`config.mk`:
```
export PLATFORM = sky130hd
export DESIGN_NAME = reset_sequencer_flat
export DESIGN_NICKNAME = d
export VERILOG_FILES = /design/src/rtl/reset_sequencer_pkg.sv /design/src/rtl/reset_sequencer_if.sv /design/src/rtl/reset_sequencer_button_debouncer.sv /design/src/rtl/reset_sequencer.sv /design/src/flat_wrapper.sv
export SDC_FILE = /design/constraint.sdc
export NUM_CORES = 1
export LEC_CHECK = 0
export CORE_MARGIN = 5
export CORE_UTILIZATION = 39
export DETAILED_ROUTE_END_ITERATION = 6
export SYNTH_ARGS = -nofsm -noshare
export SYNTH_HDL_FRONTEND = slang
export SYNTH_SLANG_ARGS = --single-unit
```
`constraint.sdc`:
```
create_clock -name clk -period 3.25 [get_ports clk]
set_input_delay 0.325 -clock clk [delete_from_list [all_inputs] [get_ports clk]]
set_output_delay 0.325 -clock clk [all_outputs]
set_load 0.1 [all_outputs]
```
`src/rtl/reset_sequencer_pkg.sv`:
```
// rtl/reset_sequencer_pkg.sv - shared helpers for the reset sequencer slice
// Purpose: counter width helper used by the sequencer and its debouncer.
package reset_sequencer_pkg;

    // Bits needed to hold 0..n-1, never less than one bit.
    function automatic int cnt_width(input int n);
        return (n > 2) ? $clog2(n) : 1;
    endfunction

endpackage

```
`src/rtl/reset_sequencer_if.sv`:
```
// rtl/reset_sequencer_if.sv - reset sequencer signal bundle
// Purpose: groups the button/tick inputs and the reset outputs of the sequencer.
// Ports:
//   button_n  raw front-panel reset button, active-low
//   cpu_tick  single-clk enable pulse from the clock divider
//   sys_rst   reset to the clock divider and peripherals, active-high
//   cpu_rst   reset to the CPU core, active-high
//   ready     system fully out of reset
interface reset_sequencer_if;
    logic button_n;
    logic cpu_tick;
    logic sys_rst;
    logic cpu_rst;
    logic ready;

    modport master (
        input  button_n,
        input  cpu_tick,
        output sys_rst,
        output cpu_rst,
        output ready
    );

    modport slave (
        output button_n,
        output cpu_tick,
        input  sys_rst,
        input  cpu_rst,
        input  ready
    );
endinterface

```
`src/rtl/reset_sequencer_button_debouncer.sv`:
```
// rtl/reset_sequencer_button_debouncer.sv - 2-flop synchroniser plus debounce counter
// Purpose: turns a raw active-low button into a clean pressed level.
// Ports:
//   clk        system clock
//   rst        synchronous active-high reset
//   btn_n_raw  raw asynchronous button, active-low
//   pressed    debounced pressed level
module button_debouncer
    import reset_sequencer_pkg::*;
#(
    parameter int DEBOUNCE_CYCLES = 250000
) (
    input  logic clk,
    input  logic rst,
    input  logic btn_n_raw,
    output logic pressed
);
    localparam int DB_W = cnt_width(DEBOUNCE_CYCLES);
    localparam logic [DB_W-1:0] DB_LAST = DB_W'(DEBOUNCE_CYCLES - 1);

    logic [1:0]      sync_q;
    logic            level_q, level_d;
    logic [DB_W-1:0] cnt_q, cnt_d;

    always_comb begin
        level_d = level_q;
        cnt_d   = '0;
        if (sync_q[1] != level_q) begin
            if (cnt_q == DB_LAST) begin
                level_d = sync_q[1];
            end else begin
                cnt_d = cnt_q + 1'b1;
            end
        end
    end

    // Exposing the next level lets the sequencer act on the same edge the
    // debounced level flips, keeping press-to-reset at sync + debounce clocks.
    assign pressed = ~level_d;

    always_ff @(posedge clk) begin
        if (rst) begin
            sync_q  <= 2'b11;
            level_q <= 1'b1;
            cnt_q   <= '0;
        end else begin
            sync_q  <= {sync_q[0], btn_n_raw};
            level_q <= level_d;
            cnt_q   <= cnt_d;
        end
    end
endmodule

```
`src/rtl/reset_sequencer.sv`:
```
// rtl/reset_sequencer.sv - ordered system/CPU reset generator
// Purpose: holds sys_rst for POR_CYCLES clocks, then cpu_rst for CPU_RST_TICKS
//          divider ticks, and restarts the sequence on a debounced button press.
// Ports:
//   clk  system clock
//   rst  synchronous active-high global reset
//   bus  reset_sequencer_if master: button_n, cpu_tick in; sys_rst, cpu_rst, ready out
module reset_sequencer
    import reset_sequencer_pkg::*;
#(
    parameter int POR_CYCLES      = 1024,
    parameter int DEBOUNCE_CYCLES = 250000,
    parameter int CPU_RST_TICKS   = 8
) (
    input  logic                  clk,
    input  logic                  rst,
    reset_sequencer_if.master     bus
);
    localparam logic [1:0] ST_POR      = 2'd0;
    localparam logic [1:0] ST_CPU_HOLD = 2'd1;
    localparam logic [1:0] ST_RUN      = 2'd2;
    localparam logic [1:0] ST_BUTTON   = 2'd3;

    localparam int POR_W  = cnt_width(POR_CYCLES);
    localparam int TICK_W = cnt_width(CPU_RST_TICKS);
    localparam logic [POR_W-1:0]  POR_LAST  = POR_W'(POR_CYCLES - 1);
    localparam logic [TICK_W-1:0] TICK_LAST = TICK_W'(CPU_RST_TICKS - 1);

    logic              btn_pressed;
    logic [1:0]        state_q, state_d;
    logic [POR_W-1:0]  por_cnt_q, por_cnt_d;
    logic [TICK_W-1:0] tick_cnt_q, tick_cnt_d;
    logic              sys_rst_q, cpu_rst_q, ready_q;

    button_debouncer #(
        .DEBOUNCE_CYCLES(DEBOUNCE_CYCLES)
    ) u_debouncer (
        .clk      (clk),
        .rst      (rst),
        .btn_n_raw(bus.button_n),
        .pressed  (btn_pressed)
    );

    always_comb begin
        state_d    = state_q;
        por_cnt_d  = por_cnt_q;
        tick_cnt_d = tick_cnt_q;
        case (state_q)
            ST_POR: begin
                if (btn_pressed) begin
                    por_cnt_d = '0;
                end else if (por_cnt_q == POR_LAST) begin
                    state_d    = ST_CPU_HOLD;
                    por_cnt_d  = '0;
                    tick_cnt_d = '0;
                end else begin
                    por_cnt_d = por_cnt_q + 1'b1;
                end
            end
            ST_CPU_HOLD: begin
                // A press wins over a coincident final tick.
                if (btn_pressed) begin
                    state_d = ST_BUTTON;
                end else if (bus.cpu_tick) begin
                    if (tick_cnt_q == TICK_LAST) begin
                        state_d = ST_RUN;
                    end else begin
                        tick_cnt_d = tick_cnt_q + 1'b1;
                    end
                end
            end
            ST_RUN: begin
                if (btn_pressed) begin
                    state_d = ST_BUTTON;
                end
            end
            ST_BUTTON: begin
                if (!btn_pressed) begin
                    state_d   = ST_POR;
                    por_cnt_d = '0;
                end
            end
            default: begin
                state_d    = ST_POR;
                por_cnt_d  = '0;
                tick_cnt_d = '0;
            end
        endcase
    end

    // Outputs are registered from the next state so they change on the same
    // edge as the state register and never glitch.
    always_ff @(posedge clk) begin
        if (rst) begin
            state_q    <= ST_POR;
            por_cnt_q  <= '0;
            tick_cnt_q <= '0;
            sys_rst_q  <= 1'b1;
            cpu_rst_q  <= 1'b1;
            ready_q    <= 1'b0;
        end else begin
            state_q    <= state_d;
            por_cnt_q  <= por_cnt_d;
            tick_cnt_q <= tick_cnt_d;
            sys_rst_q  <= (state_d == ST_POR) || (state_d == ST_BUTTON);
            cpu_rst_q  <= (state_d != ST_RUN);
            ready_q    <= (state_d == ST_RUN);
        end
    end

    assign bus.sys_rst = sys_rst_q;
    assign bus.cpu_rst = cpu_rst_q;
    assign bus.ready   = ready_q;
endmodule

```
`src/flat_wrapper.sv`:
```
// flat-port wrapper written by rule: the top's interface ports become plain ports
module reset_sequencer_flat import reset_sequencer_pkg::*;
#(
    parameter int POR_CYCLES      = 1024,
    parameter int DEBOUNCE_CYCLES = 250000,
    parameter int CPU_RST_TICKS   = 8
)
  (clk, rst, bus_button_n, bus_cpu_tick, bus_sys_rst, bus_cpu_rst, bus_ready);
  reset_sequencer_if bus_i ();
  input  logic clk;
  input  logic rst;
  input wire logic [$bits(bus_i.button_n)-1:0] bus_button_n;
  input wire logic [$bits(bus_i.cpu_tick)-1:0] bus_cpu_tick;
  output wire logic [$bits(bus_i.sys_rst)-1:0] bus_sys_rst;
  output wire logic [$bits(bus_i.cpu_rst)-1:0] bus_cpu_rst;
  output wire logic [$bits(bus_i.ready)-1:0] bus_ready;
  assign bus_i.button_n = bus_button_n;
  assign bus_i.cpu_tick = bus_cpu_tick;
  assign bus_sys_rst = bus_i.sys_rst;
  assign bus_cpu_rst = bus_i.cpu_rst;
  assign bus_ready = bus_i.ready;
  reset_sequencer #(.POR_CYCLES(POR_CYCLES), .DEBOUNCE_CYCLES(DEBOUNCE_CYCLES), .CPU_RST_TICKS(CPU_RST_TICKS)) u_core (.clk(clk), .rst(rst), .bus(bus_i));
endmodule
```
==> load_flow_metrics.sql, run 1 <==
INSERT INTO impl_metrics (metric_group, metric, value, unit) VALUES
('synth', 'syn_nets', '237', ''),
('synth', 'asr_flop_ratio_synth', '0', '%'),
('sta', 'final_worst_setup_slack', '764', 'ps'),
('die', 'die_area', '6790', 'um^2'),
('cells_and_area', 'finalNonFillerCells', '302', ''),
('synth', 'synthesis.yosys.warnings', '0', ''),
('die', 'start_util', '40.0', '%'),
('sta', 'max-slew-margin-rel', '35.4', '%'),
('synth', 'most_frequent_cell_after_synthesis', 'sky130_fd_sc_hd__dfxtp_1', ''),
('die', 'die_height', '82.4', 'um'),
('sta', 'number_of_hold_violations_in_the_final_report', '0', ''),
('synth', 'synth_area_leader_cell', 'sky130_fd_sc_hd__dfxtp_1', ''),
('job', 'max_cap_viol_count', '0', ''),
('drt', 'drt_wl_total', '3.83', 'mm'),
('min_path', 'worstHoldStart', 'u_core.u_debouncer.sync_q[0]', ''),
('drt', 'length_of_the_first_detailed_routing_pass_in_iterations', '4', ''),
('power_and_ir_drop', 'static-leakage-power', '0.704', 'nW'),
('min_path', 'hold_crit_endpoint', 'u_core.u_debouncer.sync_q[1]', ''),
('sta', 'rsz_0062_raised_after_global_routing', 'no', ''),
('place', 'dp_slack', '776', 'ps'),
('worst_setup_path', 'r2r_cells', '8', ''),
('drt', 'num_vias', '1606', ''),
('sta', 'worst_pin_slew', '967', 'ps'),
('worst_setup_path', 'cp-start-kind', 'register', ''),
('power_and_ir_drop', 'power-per-cell-area', '419', 'nW/um^2'),
('cts', 'worst_skew_pair_later_pin_latency', '290', 'ps'),
('worst_setup_path', 'setup.worst_path.end_class', 'register', ''),
('global_routing', 'maximum_number_of_pins_on_one_net_before_global_route_repair', '19', ''),
('synth', 'synthesis.area', '2040', 'um^2'),
('cts', 'cts_sinks', '39', ''),
('cts', 'htreeDepth', '2', ''),
('die', 'die_width', '82.4', 'um'),
('sta', 'finalSetupTns', '0', 'ps'),
('cells_and_area', 'antenna_cells_inserted', '0', ''),
('sta', 'setup-violations-final', '0', ''),
('power_and_ir_drop', 'ir_drop', '191', 'uV'),
('synth', 'yosys.cell_types.count', '51', ''),
('worst_setup_path', 'reg2reg_setup_slack', '760', 'ps'),
('synth', 'synth.cells.most_frequent', '39 x sky130_fd_sc_hd__dfxtp_1, 24 x sky130_fd_sc_hd__nor2_1, 17 x sky130_fd_sc_hd__nand2_1', ''),
('sta', 'post-route-period-util', '76.5', '%'),
('die', 'number_of_placement_rows', '26', ''),
('worst_setup_path', 'setup.worst_path.class', 'reg2reg', ''),
('global_routing', 'grt_pass1_wl', '6.73', 'mm'),
('cells_and_area', 'final_design_area_no_fill', '2230', 'um^2'),
('synth', 'synth-seq-cells', '39', ''),
('die', 'core-area', '5110', 'um^2'),
('place', 'place_inst', '296', ''),
('cells_and_area', 'final_layout_size_suffix_gt1_share', '12.1', '%'),
('synth', 'synth.top_cells.by_area', 'sky130_fd_sc_hd__dfxtp_1 38%, sky130_fd_sc_hd__nor2_1 4.4%, sky130_fd_sc_hd__ha_1 3.7%', ''),
('place', 'placed_cell_area', '2160', 'um^2'),
('synth', 'netlist.area_leader.share', '38.2', '%'),
('drt', 'avgRoutedWirePerCell', '12.7', 'um'),
('power_and_ir_drop', 'total_power', '0.000936', 'W'),
('worst_setup_path', 'path_max_fanout', '7', ''),
('synth', 'synth_enable_flop_cells', '0', ''),
('sta', 'worst_skew', '5.21', 'ps'),
('cts', 'tritoncts', 'built', ''),
('synth', 'post_synthesis_sequential_area_ratio', '38.2', '%'),
('cells_and_area', 'syn2layout_area_growth', '9.24', '%'),
('drt', 'drcViolationCount', '0', ''),
('global_routing', 'grt_pass1_vias', '1462', ''),
('cts', 'cts_buffer_depth', '2', ''),
('run_status', 'status', 'finished clean', ''),
('sta', 'fmaxAchievable', '0.402', 'GHz'),
('cts', 'cts_setup_buffers', '0', ''),
('cts', 'cts_hold_buf', '0', ''),
('cells_and_area', 'nets_finish', '243', ''),
('global_routing', 'global_route.usage.total', '13.1', '%'),
('worst_setup_path', 'critical_path_required', '3430', 'ps'),
('cts', 'cts_inserted_buffers', '5', ''),
('drt', 'drtAntennaViolNets', '0', '');
-- cell usage in the layout, fill, tap and decap left out, types with 2 or more instances in the layout --
| cell type | count |
|---|---|
| sky130_fd_sc_hd__dfxtp_1 | 39 |
| sky130_fd_sc_hd__nor4_4 | 3 |
| sky130_fd_sc_hd__nor2_1 | 24 |
| sky130_fd_sc_hd__xnor2_1 | 7 |
| sky130_fd_sc_hd__a31oi_1 | 2 |
| sky130_fd_sc_hd__nand3b_1 | 3 |
| sky130_fd_sc_hd__xor2_1 | 8 |
| sky130_fd_sc_hd__and3_1 | 4 |
| sky130_fd_sc_hd__o211ai_1 | 7 |
| sky130_fd_sc_hd__clkbuf_8 | 5 |
| sky130_fd_sc_hd__o21ai_2 | 2 |
| sky130_fd_sc_hd__nand2_1 | 17 |
| sky130_fd_sc_hd__and2_1 | 2 |
| sky130_fd_sc_hd__a21oi_1 | 6 |
| sky130_fd_sc_hd__nand3_1 | 15 |
| sky130_fd_sc_hd__or2_2 | 4 |
| sky130_fd_sc_hd__mux2i_1 | 3 |
| sky130_fd_sc_hd__inv_1 | 10 |
| sky130_fd_sc_hd__ha_1 | 6 |
| sky130_fd_sc_hd__nand4_1 | 9 |
| sky130_fd_sc_hd__o221ai_1 | 4 |
| sky130_fd_sc_hd__nor2b_1 | 2 |
| sky130_fd_sc_hd__or3_1 | 3 |
| sky130_fd_sc_hd__clkdlybuf4s50_1 | 6 |
| sky130_fd_sc_hd__nor3_1 | 5 |
| sky130_fd_sc_hd__o21ai_0 | 10 |
-- worst max path at each step --
| stage | from | to | slack, ps |
|---|---|---|---|
| final | u_core.u_debouncer.cnt_q[0] | u_core.bus.sys_rst | 760 |
| after global routing | u_core.u_debouncer.cnt_q[0] | u_core.bus.sys_rst | 540 |
| after CTS | u_core.u_debouncer.cnt_q[0] | u_core.bus.sys_rst | 770 |
| after detailed placement | u_core.u_debouncer.cnt_q[0] | u_core.bus.sys_rst | 780 |
| after global placement | u_core.u_debouncer.cnt_q[0] | u_core.bus.sys_rst | 810 |
| after floorplan | u_core.u_debouncer.cnt_q[0] | u_core.bus.sys_rst | 950 |
-- through the flow --
step	util [%]	hold slack (ps)
finish	43.7	409
global route	43.7	428
CTS	43.7	411
detailed placement	42.3	395
global placement	42.3	392
floorplan	-	389
-- metal layers --
layer / global-route usage [%] / vias up / share of wire [%]
li1: - / 830 / -
met1: 17.1 / 747 / 50
met2: 19.5 / 25 / 44
met3: 4.23 / 4 / 4.3
met4: 5.65 / 0 / 1.4
met5: 0 / - / 0
-- cell type report --
| type | instances | area, um^2 | share of cell area [%] |
|---|---|---|---|
| clock buffers | 6 | 72.6 | 3.25 |
| multi-input cells | 169 | 1180 | 53.0 |
| inverters | 11 | 41.3 | 1.85 |
| flip-flops and latches | 39 | 781 | 35.0 |
| repair buffers | 7 | 67.6 | 3.03 |
| well taps | 70 | 87.6 | 3.92 |
-- registers in the layout (all words and copies together) (netlist names) --
name	cells
u_core.u_debouncer.level_q	1
u_core.state_q	2
u_core.u_debouncer.cnt_q	18
u_core.tick_cnt_q	3
u_core.bus.cpu_rst	1
u_core.bus.sys_rst	1
u_core.u_debouncer.sync_q	2
u_core.bus.ready	1
u_core.por_cnt_q	10
-- worst max-delay path, stage by stage, from the launching register on --
cell,delay [ps]
sky130_fd_sc_hd__dfxtp_1,350
sky130_fd_sc_hd__ha_1,280
sky130_fd_sc_hd__and3_1,270
sky130_fd_sc_hd__and3_4,260
sky130_fd_sc_hd__and3_1,300
sky130_fd_sc_hd__o21ai_2,90
sky130_fd_sc_hd__a22o_1,280
sky130_fd_sc_hd__ha_1,280
sky130_fd_sc_hd__or2_2,260
-- where the power goes --
| group | internal [W] | switching (W) |
|---|---|---|
| clock | 0.000143 | 0.000156 |
| combinational | 0.0000426 | 0.0000851 |
| sequential | 0.000494 | 0.0000157 |
| total | 0.000679 | 0.000257 |
-- kinds of logic (layout without fill, tap and decap cells) --
kind of cell / Yosys count / after routing / share of synthesized area [%]
buffers and inverters: 19 / 24 / 3.92
multiplexers: 3 / 3 / 1.47
adder cells (fa/ha/maj): 6 / 6 / 3.67
XOR/XNOR: 15 / 15 / 6.43
AO/OA/AOI/OAI: 43 / 43 / 16.9
AND/OR/NAND/NOR: 102 / 102 / 29.4
flip-flops: 39 / 39 / 38.2
No activity file was read; power rests on OpenSTA's default activity.
==> run 2: changes to the inputs <==
- clock period: 3.25 -> 2.2 ns (I/O delays scaled with it)
==> run 2 against run 1 <==
  * Design area is 11% higher
  * Total power rose by 68%
  * Hold slack better by 3.0 ps
  * Final cell count up 7.6%
  * Routed wire length increased by 4.9%
  * Utilization up 4.8 points
  * Maximum frequency up 18%
  * Global-route usage increased by 0.32 points
  * Clock skew increased by 6.6 ps
  * Die area did not move
  * Setup slack got worse by 670 ps
  * Highest routed layer unchanged
==> load_flow_metrics.sql, run 2 (synthesized netlist as in run 1, its figures left out) <==
INSERT INTO impl_metrics (metric_group, metric, value, unit) VALUES
('run_status', 'status', 'finished clean', ''),
('cells_and_area', 'reg.largest.list', 'u_core.u_debouncer.cnt_q x18, u_core.por_cnt_q x10, u_core.tick_cnt_q x3', ''),
('cts', 'cts_hold_buf', '0', ''),
('worst_setup_path', 'setup.worst_path.class', 'reg2reg', ''),
('worst_setup_path', 'critical_path.reg2reg.startpoint', 'u_core.u_debouncer.cnt_q[6]', ''),
('min_path', 'hold_path.class', 'reg2reg', ''),
('power_and_ir_drop', 'total_power', '0.00157', 'W'),
('sta', 'rsz_0062_raised_after_global_routing', 'no', ''),
('cells_and_area', 'final_design_area_no_fill', '2480', 'um^2'),
('cells_and_area', 'top_register_by_number_of_flip_flops', 'u_core.u_debouncer.cnt_q', ''),
('cells_and_area', 'final_layout_size_suffix_gt1_share', '25.1', '%'),
('die', 'start_util', '40.0', '%'),
('drt', 'avgRoutedWirePerCell', '12.4', 'um'),
('worst_setup_path', 'setup.worst_path.end_class', 'register', ''),
('drt', 'drt_wl_total', '4.02', 'mm'),
('job', 'max_cap_viol_count', '0', ''),
('cells_and_area', 'n_fill_cell', '480', ''),
('place', 'placed_cell_area', '2320', 'um^2'),
('sta', 'number_of_hold_violations_in_the_final_report', '0', ''),
('min_path', 'hold_crit_endpoint', 'u_core.u_debouncer.sync_q[1]', ''),
('power_and_ir_drop', 'ir_drop', '417', 'uV'),
('cts', 'htreeDepth', '2', ''),
('cts', 'tritoncts', 'built', ''),
('place', 'place_inst', '316', ''),
('global_routing', 'antenna_found_initial', '0', ''),
('sta', 'worst_pin_slew', '457', 'ps'),
('drt', 'length_of_the_first_detailed_routing_pass_in_iterations', '4', ''),
('worst_setup_path', 'cp_data_arrival_time', '2290', 'ps'),
('cts', 'cts_sinks', '39', ''),
('place', 'detailedPlacementHpwl', '2.94', 'mm'),
('sta', 'post-route-period-util', '95.7', '%'),
('cts', 'clk_transition_reported_paths', '80', 'ps'),
('min_path', 'min_path_cells', '1', ''),
('worst_setup_path', 'cp-start-kind', 'register', ''),
('die', 'core-area', '5110', 'um^2'),
('sta', 'worst_skew', '11.8', 'ps'),
('global_routing', 'grt_pass1_vias', '1680', ''),
('cells_and_area', 'syn2layout_area_growth', '21.1', '%'),
('die', 'die_area', '6790', 'um^2'),
('cells_and_area', 'leading_cell_type_in_the_layout_fill_and_taps_excluded', 'sky130_fd_sc_hd__dfxtp_1', ''),
('cts', 'root_buffer', 'sky130_fd_sc_hd__clkbuf_8', ''),
('sta', 'fmaxAchievable', '0.475', 'GHz'),
('drt', 'drtAntennaViolNets', '0', ''),
('cells_and_area', 'regArea', '788', 'um^2'),
('cells_and_area', 'finalNonFillerCells', '325', ''),
('worst_setup_path', 'reg2reg_setup_slack', '90', 'ps'),
('cells_and_area', 'nets_finish', '264', ''),
('sta', 'finalSetupTns', '0', 'ps'),
('die', 'pin_count', '7', ''),
('worst_setup_path', 'r2r-end', 'u_core.bus.sys_rst', ''),
('cells_and_area', 'antenna_cells_inserted', '0', ''),
('sta', 'final_max_slew_viol_count', '0', ''),
('min_path', 'worstHoldStart', 'u_core.u_debouncer.sync_q[0]', ''),
('worst_setup_path', 'path_max_fanout', '5', ''),
('drt', 'drcViolationCount', '0', ''),
('drt', 'num_vias', '1683', ''),
('global_routing', 'maximum_number_of_pins_on_one_net_before_global_route_repair', '19', ''),
('worst_setup_path', 'r2r_cells', '7', ''),
('worst_setup_path', 'critical_path_required', '2380', 'ps'),
('sta', 'timing.final.crit_period', '2110', 'ps'),
('cells_and_area', 'area_of_combinational_cells_with_multiple_inputs', '1220', 'um^2'),
('cells_and_area', 'largest_reg_flops', '18', ''),
('cts', 'cts_inserted_buffers', '5', ''),
('drt', 'drt_first_iter_violations', '60', ''),
('cells_and_area', 'most_frequent_cells_in_the_layout', '35 x sky130_fd_sc_hd__dfxtp_1, 25 x sky130_fd_sc_hd__buf_4, 24 x sky130_fd_sc_hd__nor2_1', ''),
('power_and_ir_drop', 'power-per-cell-area', '635', 'nW/um^2'),
('sta', 'max-slew-margin-rel', '69.4', '%'),
('sta', 'setup-violations-final', '0', ''),
('global_routing', 'global_route.usage.total', '13.4', '%'),
('cts', 'cts_buffer_depth', '2', ''),
('power_and_ir_drop', 'static-leakage-power', '0.833', 'nW'),
('sta', 'whs', '412', 'ps'),
('die', 'die_width', '82.4', 'um'),
('place', 'gpl.final_weighted_congestion', '0.835', ''),
('cts', 'worst_skew_pair_later_pin_latency', '300', 'ps'),
('die', 'number_of_placement_rows', '26', ''),
('place', 'io_buffers', '6', ''),
('global_routing', 'grt-ovfl-total', '0', ''),
('die', 'die_height', '82.4', 'um'),
('global_routing', 'grt_pass1_wl', '7.06', 'mm'),
('drt', 'via_per_inst', '5.18', '');
-- run 2: changes by cell type in the layout (fill, tap and decap cells not counted), sizes merged --
cell,previous run,this run
clkdlybuf4s50,6,3
buf,1,25
clkinv,1,2
bufinv,0,1
-- run 2: per-stage QoR --
stage                     worst slack, ps  util (%)
final                                93.9      48.5
after floorplan                      16.1         -
after global placement               83.8      45.5
after CTS                            21.0      47.8
after detailed placement             39.4      45.5
after global routing                 11.2      48.5
-- run 2: worst max-delay path, stage by stage, from the launching register on --
cell                      delay (ps)
sky130_fd_sc_hd__dfxtp_4         370
sky130_fd_sc_hd__nor4_4          310
sky130_fd_sc_hd__and3_4          280
sky130_fd_sc_hd__and3_4          210
sky130_fd_sc_hd__o21ai_4          60
sky130_fd_sc_hd__a22o_1          260
sky130_fd_sc_hd__ha_1            280
sky130_fd_sc_hd__or2_4           220
-- run 2: report_power, final --
group | total, W | switching [W] | internal [W] | leakage [nW]
Sequential | 0.000748 | 0.0000205 | 0.000728 | 0.318
Clock | 0.000620 | 0.000253 | 0.000367 | 0.0612
Combinational | 0.000203 | 0.000130 | 0.0000724 | 0.454
Total | 0.00157 | 0.000404 | 0.00117 | 0.833
-- run 2: area by class of cell --
| type | instances | share of cell area (%) |
|---|---|---|
| clock inverters | 2 | 1.41 |
| multi-input cells | 169 | 49.4 |
| flip-flops and latches | 39 | 31.8 |
| well taps | 70 | 3.54 |
| inverters | 11 | 1.67 |
| repair buffers | 28 | 8.79 |
| clock buffers | 6 | 3.34 |
-- run 2: what timing repair did --
item | in CTS | in global routing
resized for setup | 0 | 9
setup buffers | 0 | 1
setup endpoints to repair | 0 | 1
hold endpoints to repair | 0 | 0
-- run 2: routing by layer --
layer	global-route usage, %	part of all wire [%]	routed length, um	vias up
li1	-	-	-	879
met1	15.2	46	1840	778
met2	23.1	49	1960	18
met3	3.36	3.1	124	8
met4	6.64	2.1	85	0
met5	0	0	0	-
-- run 2: how the worst max path moves through the flow --
stage	slack (ps)	start	endpoint
floorplan	20	u_core.u_debouncer.cnt_q[1]	u_core.bus.sys_rst
global placement	80	u_core.u_debouncer.cnt_q[8]	u_core.bus.sys_rst
detailed placement	40	u_core.u_debouncer.cnt_q[8]	u_core.bus.sys_rst
CTS	20	u_core.u_debouncer.cnt_q[8]	u_core.bus.sys_rst
global route	10	u_core.u_debouncer.cnt_q[6]	u_core.bus.sys_rst
finish	90	u_core.u_debouncer.cnt_q[6]	u_core.bus.sys_rst
